**src/rtl/game_pkg.sv**
```systemverilog
// Shared game-level definitions: FSM state encoding, lives type/width,
// lives ceiling, default clock rate and a saturating lives increment helper.
package game_pkg;

    localparam int LIVES_W   = 2;
    localparam int MAX_LIVES = 3;
    localparam int CLK_HZ    = 50_000_000;   // default system clock; 1 s of grace

    typedef logic [LIVES_W-1:0] lives_t;

    typedef enum logic [1:0] {
        IDLE  = 2'd0,
        PLAY  = 2'd1,
        GRACE = 2'd2,
        OVER  = 2'd3
    } state_t;

    // Add one life, holding at ceiling instead of wrapping to 0.
    function automatic lives_t lives_inc(input lives_t cur, input int ceiling);
        if (int'(cur) >= ceiling)
            return lives_t'(ceiling);
        return cur + lives_t'(1);
    endfunction

endpackage

```
**src/rtl/grace_timer.sv**
```systemverilog
// Loadable down-counter. Counts down by one per cycle until it reaches 0
// and then holds there.
// Ports:
//   clk, reset     : clock, synchronous active-high reset (count <= 0)
//   clear          : force count to 0 (wins over load)
//   load, load_val : load a new start value
//   done           : count is 0
module grace_timer
    import game_pkg::*;
#(
    parameter int W = 26
) (
    input  logic         clk,
    input  logic         reset,
    input  logic         clear,
    input  logic         load,
    input  logic [W-1:0] load_val,
    output logic         done
);

    logic [W-1:0] count;

    always_ff @(posedge clk) begin
        if (reset || clear)
            count <= '0;
        else if (load)
            count <= load_val;
        else if (count != '0)
            count <= count - W'(1);
    end

    assign done = (count == '0);

endmodule

```
**src/rtl/lives_tracker.sv**
```systemverilog
// Lives bookkeeping for the game. Consumes one-cycle gameplay pulses and
// keeps the registered lives count feeding the 7-segment decoder, plus the
// game-over flag, the post-hit grace window and a life-lost pulse.
// Ports:
//   clk, reset  : clock, synchronous active-high reset
//   start       : begin / restart a game (highest priority after reset)
//   bomb        : bomb sliced, ends the game from PLAY or GRACE
//   miss        : fruit dropped, costs one life (ignored during grace)
//   bonus       : bonus life, saturates at MAX_LIVES
//   lives       : current lives, binary 0..3
//   game_over   : high while in OVER
//   grace       : high while in GRACE
//   life_lost   : one-cycle pulse on every decrement
module lives_tracker
    import game_pkg::*;
#(
    parameter int START_LIVES  = 3,
    parameter int MAX_LIVES    = game_pkg::MAX_LIVES,
    parameter int GRACE_CYCLES = game_pkg::CLK_HZ,
    parameter int GRACE_W      = 26
) (
    input  logic               clk,
    input  logic               reset,
    input  logic               start,
    input  logic               miss,
    input  logic               bomb,
    input  logic               bonus,
    output logic [LIVES_W-1:0] lives,
    output logic               game_over,
    output logic               grace,
    output logic               life_lost
);

    state_t state, state_next;
    lives_t lives_next;
    logic   lost_next, over_next, grace_next;
    logic   tmr_load, tmr_clear, tmr_done;

    grace_timer #(.W(GRACE_W)) u_grace_timer (
        .clk      (clk),
        .reset    (reset),
        .clear    (tmr_clear),
        .load     (tmr_load),
        .load_val (GRACE_W'(GRACE_CYCLES - 1)),
        .done     (tmr_done)
    );

    // State, lives and output registers
    always_ff @(posedge clk) begin
        if (reset) begin
            state     <= IDLE;
            lives     <= lives_t'(START_LIVES);
            game_over <= 1'b0;
            grace     <= 1'b0;
            life_lost <= 1'b0;
        end else begin
            state     <= state_next;
            lives     <= lives_next;
            game_over <= over_next;
            grace     <= grace_next;
            life_lost <= lost_next;
        end
    end

    // Next state and lives. Priority: start > bomb > miss > bonus.
    always_comb begin
        state_next = state;
        lives_next = lives;
        lost_next  = 1'b0;
        tmr_load   = 1'b0;
        tmr_clear  = 1'b0;
        if (start) begin
            state_next = PLAY;
            lives_next = lives_t'(START_LIVES);
            tmr_clear  = 1'b1;
        end else begin
            unique case (state)
                IDLE: lives_next = lives_t'(START_LIVES);
                PLAY: begin
                    if (bomb) begin
                        lives_next = '0;
                        lost_next  = 1'b1;
                        state_next = OVER;
                    end else if (miss) begin
                        lost_next = 1'b1;
                        if (lives > lives_t'(1)) begin
                            lives_next = lives - lives_t'(1);
                            tmr_load   = 1'b1;
                            state_next = GRACE;
                        end else begin
                            lives_next = '0;
                            state_next = OVER;
                        end
                    end else if (bonus) begin
                        lives_next = lives_inc(lives, MAX_LIVES);
                    end
                end
                GRACE: begin
                    if (bomb) begin
                        lives_next = '0;
                        lost_next  = 1'b1;
                        tmr_clear  = 1'b1;
                        state_next = OVER;
                    end else begin
                        // miss is treated as absent here, so a coincident
                        // bonus still lands
                        if (bonus)
                            lives_next = lives_inc(lives, MAX_LIVES);
                        // timer loaded with GRACE_CYCLES-1, so reading 0 marks
                        // the last grace cycle
                        if (tmr_done)
                            state_next = PLAY;
                    end
                end
                OVER: lives_next = '0;
                default: state_next = IDLE;
            endcase
        end
    end

    // Registered outputs follow the upcoming state
    always_comb begin
        over_next  = (state_next == OVER);
        grace_next = (state_next == GRACE);
    end

endmodule

```
**config.mk**
```make
export PLATFORM = sky130hd
export DESIGN_NAME = lives_tracker
export DESIGN_NICKNAME = d
export VERILOG_FILES = /design/src/rtl/game_pkg.sv /design/src/rtl/grace_timer.sv /design/src/rtl/lives_tracker.sv
export SDC_FILE = /design/constraint.sdc
export NUM_CORES = 1
export LEC_CHECK = 0
export CORE_UTILIZATION = 62
export CTS_CLUSTER_SIZE = 30
export DETAILED_ROUTE_END_ITERATION = 6
export DONT_BUFFER_PORTS = 1
export PLACE_DENSITY_LB_ADDON = 0.15
export SKIP_CTS_REPAIR_TIMING = 1
export SLEW_MARGIN = 15
export SYNTH_ARGS = -nofsm -noshare
export SYNTH_HDL_FRONTEND = slang
export SYNTH_SLANG_ARGS = --single-unit
```
**constraint.sdc**
```tcl
create_clock -name clk -period 3.2 [get_ports clk]
set_clock_uncertainty 0.1 [all_clocks]
set_input_delay 0.64 -clock clk [delete_from_list [all_inputs] [get_ports clk]]
set_output_delay 0.64 -clock clk [all_outputs]
set_load 0.005 [all_outputs]
```
==> results_dict.tcl, run 1 <==
set metrics [dict create \
    layout_commonest_cell "dfxtp_1" \
    pin_count 11 \
    coreArea_mm2 0.00273 \
    tightest_slew_ns 0.695 \
    grt_overflow 0 \
    path_cells "or4_1 -> or4_4 -> nor2_2 -> mux2_2 -> a21oi_1" \
    numCtsBuffers 5 \
    drt_iter0_markers 92 \
    grt_usage_pct 27.2 \
    cts_tree "yes" \
    grt_setup_unrepaired "no" \
    hold_path_depth 1 \
    synth_area_mm2 0.00177 \
    max_cap_violations 0 \
    cts_root_buf "clkbuf_4" \
    worstSetupEndpointType "register" \
    hold_end "state[0]" \
    clkLatencyLatePin_ns 0.34 \
    num_vias 1565 \
    io_buffers 0 \
    hold_violations 0 \
    cts_buffer_depth 2 \
    syn-num-nets 217 \
    cp_data_arrival_time_ns 2.73 \
    period_minus_slack_ns 2.58 \
    grt_pass1_vias 1549 \
    synthToLayoutAreaGrowth_pct 5.64 \
    r2r_slack_ns 0.62 \
    num-fill-cells 228 \
    crit_slowest_cell "or4_4" \
    place_ws_ns 0.662 \
    cts.clk_slew.worst_paths_ns 0.11 \
    die_area_mm2 0.00308 \
    rr_endpoint "u_grace_timer.count[1]" \
    grt_max_degree 19 \
    htree_levels 2 \
    grt_pass1_wl_um 6640 \
    multiInputGateArea_mm2 0.00104 \
    antenna_found_initial 0 \
    min_period_over_period_pct 80.5 \
    core.rowCount 19 \
    slew_headroom_pct 53.6 \
    regArea_um2 661 \
    fin_ws_ns 0.624 \
    antenna_cells 0 \
    synth_ff_type "dfxtp_1" \
    cts.sinks 33 \
    ys_seq_elements 33 \
    critPathRequiredTime_ns 3.36 \
    max_freq_mhz 388 \
    ys_seq_area_share_pct 37.2 \
    reg2reg_depth 5 \
    finalSetupViolations 0 \
    avgSynthCellArea_um2 8.57 \
    viasPerCell 6.52 \
    drive_gt1_share_pct 11.5 \
    drt_wl_total_um 3800 \
    die_h_um 55.5 \
    gp_congestion 0.898 \
    critPathKind "register to register" \
    wl_per_cell_um 15.8 \
    hpwlAfterDp_um 2670 \
    layout_common_cells "dfxtp_1, nor2_1, a21oi_1" \
    nets 218 \
    hp-start "reset" \
    whs_ns 0.260 \
    start_util_pct 64.9 \
    synthCells 207 \
    synth_edf_count 0 \
    die-width_um 55.5 \
    status "finished, final reports clean" \
    slew_violations 0 \
    cp_max_fo 12 \
    hold_path_class "primary input to register" \
    synth.distinct_cells 54 \
    final_util_pct 68.6 \
    drt_pass1_iterations 4 \
    ys_warn_count 0 \
    drc 0 \
    r2r_start "u_grace_timer.count[20]" \
    crit_path_max_incr_delay_ns 0.68 \
    crit_path_start_kind "register" \
    async_flop_share_pct 0 \
    ant_nets 0 \
    final.setup.tns_ns 0 \
]
-- routing by layer --
layer | wire length (um) | up-vias | global-route usage (%)
li1 | - | 771 | -
met3 | 204 | 8 | 8.20
met1 | 1710 | 733 | 31.8
met4 | 76 | 0 | 11.4
met5 | 0 | - | 0
met2 | 1820 | 53 | 46.0
-- cells by family (layout without fill, tap and decap cells) --
| group | after synthesis | in the layout | share of synthesized area (%) |
|---|---|---|---|
| compound gates | 57 | 57 | 20.9 |
| xor+xnor | 12 | 12 | 5.92 |
| mux | 2 | 2 | 1.20 |
| fa+ha+maj | 4 | 4 | 2.82 |
| buf+inv | 17 | 19 | 4.09 |
| simple gates | 82 | 82 | 27.9 |
| flops | 33 | 33 | 37.2 |
-- through the flow --
stage / std cells / area (um2)
after floorplan: 207 / 1770
after global placement: 232 / 1790
after detailed placement: 232 / 1790
after CTS: 240 / 1870
after global routing: 240 / 1870
final: 240 / 1870
-- worst max path at each step --
stage,end,startpoint,slack (ns)
2_1_floorplan,u_grace_timer.count[1],u_grace_timer.count[20],0.78
3_3_place_gp,u_grace_timer.count[23],u_grace_timer.count[20],0.71
3_5_place_dp,u_grace_timer.count[23],u_grace_timer.count[20],0.66
4_1_cts,u_grace_timer.count[23],u_grace_timer.count[20],0.64
5_1_grt,u_grace_timer.count[17],u_grace_timer.count[2],0.48
6_report,u_grace_timer.count[1],u_grace_timer.count[20],0.62
-- cell type report --
type / instances / share of cell area [%]
clock buffers: 7 / 2.94
multi-input cells: 157 / 55.5
well taps: 31 / 2.07
clock inverters: 1 / 1.60
inverters: 9 / 1.80
flip-flops and latches: 33 / 35.2
repair buffers: 2 / 0.801
-- flip-flops by register name, summed over array words and instances (netlist names) --
| register | flops |
|---|---|
| u_grace_timer.count | 26 |
| lives | 2 |
| state | 2 |
| game_over | 1 |
| grace | 1 |
| life_lost | 1 |
-- synth_stat cells (all sizes together) (2+ instances only) --
| master | number | area (um2) |
|---|---|---|
| dfxtp | 33 | 661 |
| nor2 | 20 | 77.6 |
| a21oi | 19 | 95.1 |
| o21ai | 11 | 55.1 |
| inv | 9 | 33.8 |
| nor3 | 9 | 45.0 |
| nand2 | 8 | 30.0 |
| nor4 | 8 | 62.6 |
| or4 | 7 | 60.1 |
| xnor2 | 7 | 61.3 |
| a31oi | 6 | 37.5 |
| or3 | 6 | 42.5 |
| clkbuf | 5 | 18.8 |
| xor2 | 5 | 43.8 |
| ha | 4 | 50.1 |
| nand2b | 4 | 25.0 |
| nand3 | 4 | 20.0 |
| o31ai | 4 | 35.0 |
| buf | 3 | 20.0 |
| nor2b | 3 | 18.8 |
| o211ai | 3 | 27.5 |
| or2 | 3 | 21.3 |
| a211oi | 2 | 15.0 |
| and2 | 2 | 12.5 |
| nand4 | 2 | 18.8 |
| o41ai | 2 | 17.5 |
| or4b | 2 | 20.0 |
-- critical path: cells and delay by family (launching register included) --
kind,cells,cell delay [ns]
AND/OR/NAND/NOR,3,1.51
multiplexers,1,0.34
flip-flops,1,0.39
AO/OA/AOI/OAI,1,0.14
Power of run 1 is not shown: default switching activity piles up to over one toggle a cycle in this logic, so the estimate is an artifact.
==> inputs of run 2 (changes only) <==
==> constraint.sdc (replaced) <==
create_clock -name clk -period 2.5 [get_ports clk]
set_clock_uncertainty 0.1 [all_clocks]
set_input_delay 0.5 -clock clk [delete_from_list [all_inputs] [get_ports clk]]
set_output_delay 0.5 -clock clk [all_outputs]
set_load 0.005 [all_outputs]
==> results_dict.tcl, run 2 (synthesis results as in run 1) <==
set metrics [dict create \
    die-width_um 55.5 \
    grt_usage_pct 27.1 \
    grt_max_degree 19 \
    grt_overflow 0 \
    multiInputGateArea_mm2 0.00104 \
    cts.sinks 33 \
    final_util_pct 69.7 \
    num_vias 1601 \
    gp_congestion 0.885 \
    clkLatencyLatePin_ns 0.35 \
    hold_path_class "primary input to register" \
    drc 0 \
    grt_pass1_wl_um 6560 \
    die_area_mm2 0.00308 \
    start_util_pct 64.9 \
    worstSetupEndpointType "register" \
    nets 224 \
    htree_levels 2 \
    drt_wl_total_um 3930 \
    fin_ws_ns 0.104 \
    crit_path_start_kind "register" \
    io_buffers 0 \
    wl_per_cell_um 16.0 \
    antenna_found_initial 0 \
    pin_count 11 \
    largest_reg_flops 26 \
    slew_headroom_pct 54.1 \
    cts_tree "yes" \
    antenna_cells 0 \
    critPathKind "register to register" \
    grt_setup_unrepaired "no" \
    cts.clk_slew.worst_paths_ns 0.11 \
    layout_common_cells "dfxtp_1, nor2_1, a21oi_1" \
    r2r_slack_ns 0.10 \
    cp_data_arrival_time_ns 2.56 \
    coreArea_mm2 0.00273 \
    finalSetupViolations 0 \
    cts_root_buf "clkbuf_4" \
    slew_violations 0 \
    num-fill-cells 222 \
    layout_commonest_cell "dfxtp_1" \
    max_cap_violations 0 \
    die_h_um 55.5 \
    viasPerCell 6.51 \
    tightest_slew_ns 0.687 \
    critPathRequiredTime_ns 2.67 \
    synthToLayoutAreaGrowth_pct 7.40 \
    drt_iter0_markers 96 \
    drt_pass1_iterations 4 \
    numCtsBuffers 5 \
    hpwlAfterDp_um 2780 \
    final_area_mm2 0.00191 \
    place_ws_ns 0.0995 \
    status "finished, final reports clean" \
    regArea_um2 662 \
    hold_violations 0 \
    final.setup.tns_ns 0 \
    cts_buffer_depth 2 \
    reg_top3 "u_grace_timer.count (26), lives (2), state (2)" \
    grt_pass1_vias 1518 \
    regMostFlops "u_grace_timer.count" \
    drive_gt1_share_pct 14.9 \
    core.rowCount 19 \
    period_minus_slack_ns 2.40 \
    max_freq_mhz 417 \
    placed_cell_area_mm2 0.00183 \
    ant_nets 0 \
    cp_max_fo 5 \
    min_period_over_period_pct 95.8 \
]
[run 2: cell types whose count changed in the layout (fill, tap and decap cells not counted), sizes merged]
cell,delta
buf,+6
bufinv,-1
clkinv,+1
[run 2: per-layer routing]
layer / routed length (um) / track usage (%) / share of wire [%]
met1: 1790 / 33.8 / 45
met2: 1820 / 42.0 / 46
met3: 231 / 8.67 / 5.9
met4: 87 / 13.9 / 2.2
met5: 0 / 0 / 0
[run 2: worst max-delay path, stage by stage (launching register included)]
cell and delay, ns:
dfxtp_2 0.36, or4_4 0.57, or2_4 0.27, or3_4 0.38, or4b_1 0.48, a31oi_1 0.16
[run 2: worst paths after layout]
kind	startpoint	end	cells after the start
setup / recovery	u_grace_timer.count[15]	u_grace_timer.count[22]	5
setup reg to reg	u_grace_timer.count[15]	u_grace_timer.count[22]	5
hold / removal	reset	state[0]	1
hold reg to reg	u_grace_timer.count[11]	u_grace_timer.count[11]	2
[run 2: area by class of cell]
type | instances | share of cell area (%)
clock buffers | 7 | 3.41
clock inverters | 1 | 0.263
inverters | 9 | 1.77
multi-input cells | 157 | 54.6
flip-flops and latches | 33 | 34.7
well taps | 31 | 2.04
repair buffers | 8 | 3.15
[run 2: per-stage QoR]
step	instances	hold WS [ns]
final	246	0.120
after global routing	246	0.110
after CTS	246	0.116
after detailed placement	238	0.391
after global placement	238	0.376
after floorplan	207	0.359
Power of run 2 is left out for the same reason.
